==> config.mk <==
export PLATFORM = sky130hd
export DESIGN_NAME = hazard_forward_ctrl
export DESIGN_NICKNAME = d
export VERILOG_FILES = /design/src/rtl/fwd_pkg.sv /design/src/rtl/fwd_src_match.sv /design/src/rtl/hazard_forward_ctrl.sv
export SDC_FILE = /design/constraint.sdc
export NUM_CORES = 1
export LEC_CHECK = 0
export BUFFER_PORTS_ARGS = -buffer_cell sky130_fd_sc_hd__buf_2
export CORE_ASPECT_RATIO = 1.1
export CORE_UTILIZATION = 44
export DETAILED_ROUTE_END_ITERATION = 12
export PLACE_DENSITY_LB_ADDON = 0.1
export SLEW_MARGIN = 40
export SYNTH_ARGS = -nofsm -noshare
export SYNTH_HDL_FRONTEND = slang
export SYNTH_SLANG_ARGS = --single-unit
==> constraint.sdc <==
create_clock -name clk_i -period 1.85 [get_ports clk_i]
set_input_delay 0.37 -clock clk_i [delete_from_list [all_inputs] [get_ports clk_i]]
set_output_delay 0.37 -clock clk_i [all_outputs]
set_load 0.05 [all_outputs]
==> src/rtl/fwd_pkg.sv <==
// Shared definitions for the hazard/forwarding controller.
// Holds the EX operand-mux select codes and the hold-FSM state encodings.
package fwd_pkg;

    localparam int unsigned FWD_SEL_W = 2;

    // EX operand mux select: register file, EX/MEM, MEM/WB, post-WB history
    typedef enum logic [FWD_SEL_W-1:0] {
        FWD_RF   = 2'b00,
        FWD_MEM  = 2'b01,
        FWD_WB   = 2'b10,
        FWD_HIST = 2'b11
    } fwd_sel_e;

    // Multi-cycle EX hold FSM
    typedef enum logic {
        S_RUN     = 1'b0,
        S_MD_BUSY = 1'b1
    } state_e;

endpackage

==> src/rtl/fwd_src_match.sv <==
// Forwarding select for one EX source operand.
// Ports:
//   src               EX source register address
//   mem_dst / mem_we  EX/MEM writer
//   wb_dst  / wb_we   MEM/WB writer
//   hist_dst/ hist_we one-deep post-WB history writer
//   sel               mux select (youngest matching writer wins; r0 never forwards)
module fwd_src_match
    import fwd_pkg::*;
#(
    parameter int unsigned ADDR_W  = 5,
    parameter int unsigned HIST_EN = 1
) (
    input  logic [ADDR_W-1:0]    src,
    input  logic [ADDR_W-1:0]    mem_dst,
    input  logic                 mem_we,
    input  logic [ADDR_W-1:0]    wb_dst,
    input  logic                 wb_we,
    input  logic [ADDR_W-1:0]    hist_dst,
    input  logic                 hist_we,
    output logic [FWD_SEL_W-1:0] sel
);

    // Priority: EX/MEM, then MEM/WB, then history
    always_comb begin
        sel = FWD_RF;
        if (src != '0) begin
            if (mem_we && (mem_dst == src)) begin
                sel = FWD_MEM;
            end else if (wb_we && (wb_dst == src)) begin
                sel = FWD_WB;
            end else if ((HIST_EN != 0) && hist_we && (hist_dst == src)) begin
                sel = FWD_HIST;
            end
        end
    end

endmodule

==> src/rtl/hazard_forward_ctrl.sv <==
// Hazard / forwarding controller for the 5-stage pipeline.
// Produces per-operand forwarding selects for the EX muxes, detects load-use
// hazards, and holds EX for the duration of a multi-cycle (mul/div) op.
// Ports:
//   clk_i, rst_i (async, active-low)
//   ex_src_i / id_src_i / id_src_vld_i   packed source registers, src k at [k*ADDR_W +: ADDR_W]
//   ex_dst_i, ex_memread_i, ex_md_start_i EX instruction info
//   mem_dst_i/mem_regwrite_i, wb_dst_i/wb_regwrite_i  downstream writers
//   flush_i                               squash the EX instruction
//   fwd_sel_o                             2 bits per source
//   fe_stall_o, idex_bubble_o, ex_hold_o  pipeline control (combinational)
//   md_busy_o                             registered: FSM in MD_BUSY
module hazard_forward_ctrl
    import fwd_pkg::*;
#(
    parameter int unsigned ADDR_W  = 5,
    parameter int unsigned NUM_SRC = 2,
    parameter int unsigned MD_LAT  = 4,
    parameter int unsigned HIST_EN = 1
) (
    input  logic                        clk_i,
    input  logic                        rst_i,
    input  logic [NUM_SRC*ADDR_W-1:0]   ex_src_i,
    input  logic [NUM_SRC*ADDR_W-1:0]   id_src_i,
    input  logic [NUM_SRC-1:0]          id_src_vld_i,
    input  logic [ADDR_W-1:0]           ex_dst_i,
    input  logic                        ex_memread_i,
    input  logic                        ex_md_start_i,
    input  logic [ADDR_W-1:0]           mem_dst_i,
    input  logic                        mem_regwrite_i,
    input  logic [ADDR_W-1:0]           wb_dst_i,
    input  logic                        wb_regwrite_i,
    input  logic                        flush_i,
    output logic [FWD_SEL_W*NUM_SRC-1:0] fwd_sel_o,
    output logic                        fe_stall_o,
    output logic                        idex_bubble_o,
    output logic                        ex_hold_o,
    output logic                        md_busy_o
);

    localparam int unsigned CNT_W = $clog2(MD_LAT) + 1;

    state_e             state_q;
    state_e             state_d;
    logic [CNT_W-1:0]   cnt_q;
    logic [CNT_W-1:0]   cnt_d;
    logic               hist_we_q;
    logic [ADDR_W-1:0]  hist_dst_q;
    logic               load_use;

    // Post-WB history: WB always drains, so this updates on every clock
    always_ff @(posedge clk_i or negedge rst_i) begin
        if (!rst_i) begin
            hist_we_q  <= 1'b0;
            hist_dst_q <= '0;
        end else begin
            hist_we_q  <= wb_regwrite_i;
            hist_dst_q <= wb_dst_i;
        end
    end

    // One forwarding matcher per EX source
    for (genvar k = 0; k < NUM_SRC; k++) begin : g_src
        fwd_src_match #(
            .ADDR_W  (ADDR_W),
            .HIST_EN (HIST_EN)
        ) u_match (
            .src      (ex_src_i[k*ADDR_W +: ADDR_W]),
            .mem_dst  (mem_dst_i),
            .mem_we   (mem_regwrite_i),
            .wb_dst   (wb_dst_i),
            .wb_we    (wb_regwrite_i),
            .hist_dst (hist_dst_q),
            .hist_we  (hist_we_q),
            .sel      (fwd_sel_o[k*FWD_SEL_W +: FWD_SEL_W])
        );
    end

    // Load in EX whose destination is read by the instruction in ID
    always_comb begin
        load_use = 1'b0;
        for (int k = 0; k < NUM_SRC; k++) begin
            if (id_src_vld_i[k] && (id_src_i[k*ADDR_W +: ADDR_W] == ex_dst_i)) begin
                load_use = 1'b1;
            end
        end
        load_use = load_use && ex_memread_i && (ex_dst_i != '0);
    end

    // State, counter and busy flag
    always_ff @(posedge clk_i or negedge rst_i) begin
        if (!rst_i) begin
            state_q   <= S_RUN;
            cnt_q     <= '0;
            md_busy_o <= 1'b0;
        end else begin
            state_q   <= state_d;
            cnt_q     <= cnt_d;
            md_busy_o <= (state_d == S_MD_BUSY);
        end
    end

    // Next state and stall outputs; the start cycle itself is the first hold cycle
    always_comb begin
        state_d       = state_q;
        cnt_d         = cnt_q;
        fe_stall_o    = 1'b0;
        idex_bubble_o = 1'b0;
        ex_hold_o     = 1'b0;
        unique case (state_q)
            S_RUN: begin
                if (!flush_i) begin
                    if (ex_md_start_i) begin
                        if (MD_LAT > 1) begin
                            fe_stall_o = 1'b1;
                            ex_hold_o  = 1'b1;
                            state_d    = S_MD_BUSY;
                            cnt_d      = CNT_W'(MD_LAT - 1);
                        end
                    end else if (load_use) begin
                        fe_stall_o    = 1'b1;
                        idex_bubble_o = 1'b1;
                    end
                end
            end
            S_MD_BUSY: begin
                if (flush_i) begin
                    state_d = S_RUN;
                    cnt_d   = '0;
                end else begin
                    fe_stall_o = (cnt_q > CNT_W'(1));
                    ex_hold_o  = (cnt_q > CNT_W'(1));
                    cnt_d      = cnt_q - CNT_W'(1);
                    if (cnt_q == CNT_W'(1)) begin
                        state_d = S_RUN;
                    end
                end
            end
            default: begin
                state_d = S_RUN;
                cnt_d   = '0;
            end
        endcase
        // No pipeline control while in reset
        if (!rst_i) begin
            fe_stall_o    = 1'b0;
            idex_bubble_o = 1'b0;
            ex_hold_o     = 1'b0;
        end
    end

endmodule
==> flow_summary.yaml, run 1 <==
synth:
  seq_area_frac_synth_pct: 26.7
  synth_top_family_by_area: "XOR/XNOR gates"
  synth_fp_nets: 151
  synth_compound_area_share_pct: 6.93
  avgSynthCellArea_um2: 8.94
  ys_ff_latch: 10
  synth_cell_types: 24
  postSynthCellCount: 105
  synthAdderAreaFrac_pct: 2.67
  yosysWarnings: 0
  syn_area_um2: 938
  synth_xor_area_share_pct: 38.3
  synthMuxAreaShare_pct: 0
  synthSimpleGateAreaFrac_pct: 24.7
worst_setup_path:
  worstSetupStartpoint: "hist_dst_q[1]$_DFF_PN0_"
  r2r-start: "cnt_q[0]$_DFFE_PN0P_"
  path_max_fanout: 2
  rrSetupSlack_ns: 0.67
  critical_path_arrival_ns: 1.73
  end_kind: "primary output"
  worst-r2r-cell-count: 5
  cp_slowest_cell: "dfrtp_1"
  cp_slowest_stage_delay_ns: 0.40
  rr_endpoint: "cnt_q[1]$_DFFE_PN0P_"
  cp_data_required_time_ns: 1.48
  cp-endpoint: "fwd_sel_o[3]"
  cp_cell_sequence: "xor2_1, nor4_1, and3_1, nor2b_2, nor3_4, buf_6"
  crit_type: "register to primary output"
  cp-start-kind: "register"
power:
  swShare_pct: 34.7
  leakagePower_uw: 0.000677
  power.switching_uw: 260
  vdd.ir_drop.worst_v: 0.000448
  clkPwrFrac_pct: 18.7
  power_frac_seq_pct: 35.6
  internal_power_uw: 489
  power.density_mw_per_mm2: 510
  combPwrFrac_pct: 45.7
finish:
  mostFrequentLayoutCells: "buf_2, xor2_1, xnor2_1"
  drive_gt1_share_pct: 48.6
  fillers: 171
  final_cell_count_no_fill: 201
  antenna_cells: 0
  fin_nets: 221
  final_common_cell: "buf_2"
  syn_to_final_growth_pct: 56.5
  stdcell_area_mm2: 0.00147
drt:
  drtPass1Iterations: 1
  wl_per_cell_um: 11.7
  vias_per_cell: 4.95
  drc_errors: 0
  wirelength_um: 2350
  dr.first_iter.drc_count: 0
  ant_nets: 0
  vias: 994
sta:
  rsz0062_at_grt: "yes"
  drv_slew: 0
  worstMarginPinSlew_ns: 0.454
  setup_violations: 6
  setup_ws_ns: -0.254
  timing.fmax_mhz: 475
  finalCritPeriodShare_pct: 114
  slew_headroom_pct: 69.4
  hold_viol_final: 0
  clock_skew_ns: 0.00404
  period_minus_slack_ns: 2.10
hold_path:
  hp-class: "primary input to asynchronous set/reset pin"
clock_tree:
  clkTransAtPathRegs_ns: 0.06
  cts_buffer_depth: 2
  cts_root_buffer: "clkbuf_4"
  cts_sinks: 10
  cts_tree: "yes"
  hold_buffers: 0
  clkLatencyLatePin_ns: 0.26
  cts_max_level: 1
  numCtsBuffers: 3
global_route:
  grt_start_max_net_pins: 11
  grt_pass1_vias: 971
  antenna_found_initial: 0
  grtUsageTotal_pct: 22.5
  grt-ovfl-total: 0
  grt_pass1_wl_um: 3820
floorplan:
  die_width_um: 46.0
  die_h_um: 50.4
  num_rows: 17
  die_area_mm2: 0.00232
  core_mm2: 0.00200
  start_util_pct: 46.9
  io_pins: 52
placement:
  place_ws_ns: -0.267
  dp.cells: 195
  dp_hpwl_um: 1970
  port-buffer-count: 51
  dpl_cell_area_mm2: 0.00134
  gp_congestion: 0.845
outcome:
  violations: "setup timing"
  status: "finished, violations left"
run:
  cap_violations: 0
==> worst min-delay path by stage <==
| stage | from | end | slack (ns) |
|---|---|---|---|
| 2_1_floorplan | rst_i | cnt_q[0]$_DFFE_PN0P_ | 0.07 |
| 3_3_place_gp | rst_i | hist_dst_q[2]$_DFF_PN0_ | 0.34 |
| 3_5_place_dp | rst_i | hist_dst_q[3]$_DFF_PN0_ | 0.35 |
| 4_1_cts | rst_i | cnt_q[0]$_DFFE_PN0P_ | 0.07 |
| 5_1_grt | rst_i | cnt_q[0]$_DFFE_PN0P_ | 0.07 |
| 6_report | rst_i | cnt_q[0]$_DFFE_PN0P_ | 0.07 |
==> worst max-delay path, delay by kind of cell, from the launching register on <==
family | cells | cell delay [ns]
XOR/XNOR | 1 | 0.16
buffers and inverters | 1 | 0.17
flip-flops | 1 | 0.40
AND/OR/NAND/NOR | 4 | 0.74
==> routing by layer <==
layer / vias to the layer above / GRT usage (%) / share of wire [%]
met5: - / 0 / 0
met4: 0 / 9.80 / 3.1
met3: 8 / 2.88 / 4.4
met2: 37 / 41.8 / 55
met1: 446 / 23.8 / 38
li1: 503 / - / -
==> Yosys cell counts <==
library cell,instances,area share [%]
or4_1,3,2.4
nor2_1,9,3.6
nand3b_1,2,1.6
nor4_1,5,3.3
o21ai_0,4,2.1
xnor2_1,17,16
nor4_2,1,1.3
nor2b_1,4,2.7
or3_1,1,0.67
o31a_1,1,0.93
o22ai_1,1,0.67
a211oi_1,1,0.80
nand2_1,3,1.2
nand3_1,2,1.1
nor3_2,2,2.1
a21oi_1,3,1.6
o211ai_1,1,0.80
and3_1,4,2.7
ha_1,2,2.7
nand4_1,2,1.3
xor2_1,24,22
dfrtp_1,10,27
nand2b_1,1,0.67
inv_1,2,0.80
==> registers in the layout, indices dropped and copies added, names as in the netlist <==
register,count
state_q,1
hist_dst_q,5
hist_we_q,1
cnt_q,3
==> per-stage QoR <==
stage | hold slack (ns) | power (uW) | setup TNS (ns) | util, %
floorplan | 0.0744 | 437 | -0.196 | -
global placement | 0.343 | 557 | -0.913 | 66.8
detailed placement | 0.349 | 565 | -0.986 | 66.8
CTS | 0.0663 | 747 | -0.927 | 72.7
global route | 0.0712 | 805 | -1.37 | 73.5
finish | 0.0705 | 749 | -1.02 | 73.5
==> logic make-up after synthesis <==
logic type               count (synthesis)
AO/OA/AOI/OAI                           11
XOR/XNOR                                41
adder cells (fa/ha/maj)                  2
buffers and inverters                    2
flip-flops                              10
AND/OR/NAND/NOR                         39
==> final cells by class <==
class	count	area, um^2	share of cell area [%]
clock buffer	3	22.5	1.53
inverter	2	7.51	0.511
multi-input combinational	93	732	49.8
sequential	10	251	17.1
tap	28	35.0	2.39
timing repair buffer	65	420	28.6
==> power groups by stage <==
| stage | Sequential [uW] | Clock [uW] | Combinational, uW |
|---|---|---|---|
| finish | 267 | 140 | 342 |
| global route | 270 | 158 | 377 |
| CTS | 265 | 148 | 335 |
| detailed placement | 273 | 0 | 292 |
| global placement | 272 | 0 | 286 |
| floorplan | 275 | 0 | 163 |
==> repair_timing <==
action | CTS | global route
endpoints found under the setup margin | 7 | 7
gates cloned | 0 | 0
gates resized for setup | 21 | 6
pin swaps | 11 | 10
buffers inserted | 3 | 0
Note: power is estimated with default switching activity, not from simulation.
==> run 2: changes to the inputs <==
==> constraint.sdc (replaced) <==
create_clock -name clk_i -period 1.85 [get_ports clk_i]
set_input_delay 0.185 -clock clk_i [delete_from_list [all_inputs] [get_ports clk_i]]
set_output_delay 0.185 -clock clk_i [all_outputs]
set_load 0.05 [all_outputs]
==> run 2 against run 1 <==
Via count fell by 4.9%. The run still ends with setup timing left. Combinational power fell by 17%. Routed wire length fell by 11%. Worst setup slack improved by 0.17 ns. Non-clock buffer count fell by 12. Highest routed layer unchanged. Sequential power barely moved. Total power fell by 0.85%. Die area did not move. Global-route usage fell by 3.7 points. Maximum frequency rose by 8.8%. Critical path type unchanged.
==> flow_summary.yaml, run 2 (same netlist as run 1, synthesis figures left out) <==
hold_path:
  holdPathEnd: "hist_we_q$_DFF_PN0_"
  hp-start: "wb_regwrite_i"
  hp-class: "primary input to register"
  hold_path_depth: 1
clock_tree:
  cts_tree: "yes"
  clkLatencyLatePin_ns: 0.26
  clkTransAtPathRegs_ns: 0.07
  cts_buffer_depth: 2
  numCtsBuffers: 3
  cts_max_level: 1
  cts_sinks: 10
  cts_root_buffer: "clkbuf_4"
sta:
  rsz0062_at_grt: "yes"
  setup_violations: 4
  setup_ws_ns: -0.0837
  timing.fmax_mhz: 517
  tns_ns: -0.210
  worstMarginPinSlew_ns: 0.328
  clock_skew_ns: 0.000402
  drv_slew: 0
  hold_viol_final: 0
  slew_headroom_pct: 78.0
  holdWs_ns: 0.0667
  period_minus_slack_ns: 1.93
  finalCritPeriodShare_pct: 105
global_route:
  grt-ovfl-total: 0
  grtUsageTotal_pct: 18.7
  grt_pass1_vias: 845
  grt_pass1_wl_um: 3270
  antenna_found_initial: 0
  grt_start_max_net_pins: 13
drt:
  drtPass1Iterations: 4
  wl_per_cell_um: 11.0
  vias: 945
  drc_errors: 0
  wirelength_um: 2100
  ant_nets: 0
  dr.first_iter.drc_count: 6
  vias_per_cell: 4.97
finish:
  antenna_cells: 0
  final_cell_count_no_fill: 190
  mostFrequentLayoutCells: "buf_2, xor2_1, xnor2_1"
  fin_nets: 209
  drive_gt1_share_pct: 37.7
  syn_to_final_growth_pct: 41.3
  reg.largest.list: "hist_dst_q x5, cnt_q x3"
  final_common_cell: "buf_2"
  largest_register_ffs: 5
  top_register: "hist_dst_q"
worst_setup_path:
  rrSetupSlack_ns: 0.74
  cp-start-kind: "register"
  worst-r2r-cell-count: 3
  rr_endpoint: "cnt_q[0]$_DFFE_PN0P_"
  end_kind: "primary output"
  r2r-start: "state_q$_DFF_PN0_"
  crit_type: "register to primary output"
  cp_data_required_time_ns: 1.66
  path_max_fanout: 2
  critical_path_arrival_ns: 1.75
power:
  leakagePower_uw: 0.000628
  vdd.ir_drop.worst_v: 0.000394
  total_power_uw: 743
  power.density_mw_per_mm2: 560
outcome:
  violations: "setup timing"
  status: "finished, violations left"
placement:
  gp_congestion: 0.845
  dp_hpwl_um: 1780
  dp.cells: 184
  port-buffer-count: 51
floorplan:
  num_rows: 17
  io_pins: 52
  die_h_um: 50.4
  die_width_um: 46.0
  start_util_pct: 46.9
  core_mm2: 0.00200
  die_area_mm2: 0.00232
run:
  cap_violations: 0
==> run 2: changes by cell type in the layout (fill, tap and decap cells not counted), sizes merged <==
cell         change
dlygate4sd3      +1
clkbuf           +3
buf             -15
==> run 2: worst max-delay path, stage by stage, from the launching register on <==
cell	delay [ns]
dfrtp_1	0.41
xor2_1	0.18
nor4_2	0.32
and3_1	0.22
a21oi_1	0.06
nor2_1	0.12
buf_6	0.18
==> run 2: layer usage <==
layer	global-route usage, %	share of wire [%]	wire, um	up-vias
met5	0	0	0	-
met4	8.33	1.0	21	0
met3	2.52	5.1	106	2
met2	32.6	53	1110	39
met1	21.8	41	861	427
li1	-	-	-	477
==> run 2: layout make-up <==
cell class / instances / area (um^2)
multi-input cells: 93 / 691
fillers: 195 / 673
repair buffers: 53 / 307
flip-flops and latches: 10 / 250
clock buffers: 4 / 36.3
well taps: 28 / 35.0
inverters: 2 / 7.51
==> run 2: repair_timing <==
item                                    4_1_cts  5_1_grt
setup buffers                                 1        0
hold buffers                                  1        0
endpoints found under the hold margin        10        0
pin swaps                                     3        3
endpoints found under the setup margin        4        6
gates resized for setup                       8        4
==> run 2: power by group <==
part | leakage, uW | switching, uW | internal (uW) | total (uW)
Combinational | 0.000488 | 151 | 133 | 284
Sequential | 0.000119 | 25.3 | 244 | 269
Clock | 0.0000210 | 70.4 | 119 | 190
Total | 0.000628 | 247 | 496 | 743
==> run 2: how the worst max path moves through the flow <==
stage,slack (ns),cells after the start,endpoint,start
final,-0.08,6,fwd_sel_o[0],hist_dst_q[2]$_DFF_PN0_
after detailed placement,0.11,6,fwd_sel_o[0],hist_dst_q[2]$_DFF_PN0_
after global placement,0.1,6,fwd_sel_o[1],hist_dst_q[2]$_DFF_PN0_
after CTS,-0.07,6,fwd_sel_o[0],hist_dst_q[1]$_DFF_PN0_
after floorplan,-0.01,4,ex_hold_o,state_q$_DFF_PN0_
after global routing,-0.14,6,fwd_sel_o[1],hist_dst_q[2]$_DFF_PN0_
==> run 2: metrics by stage <==
step	setup slack, ns	utilization [%]	cell area [um^2]
5_1_grt	-0.145	66.3	1330
3_5_place_dp	0.107	61.6	1230
3_3_place_gp	0.0975	61.6	1230
4_1_cts	-0.0675	65.7	1310
2_1_floorplan	-0.0113	-	942
6_report	-0.0837	66.3	1330
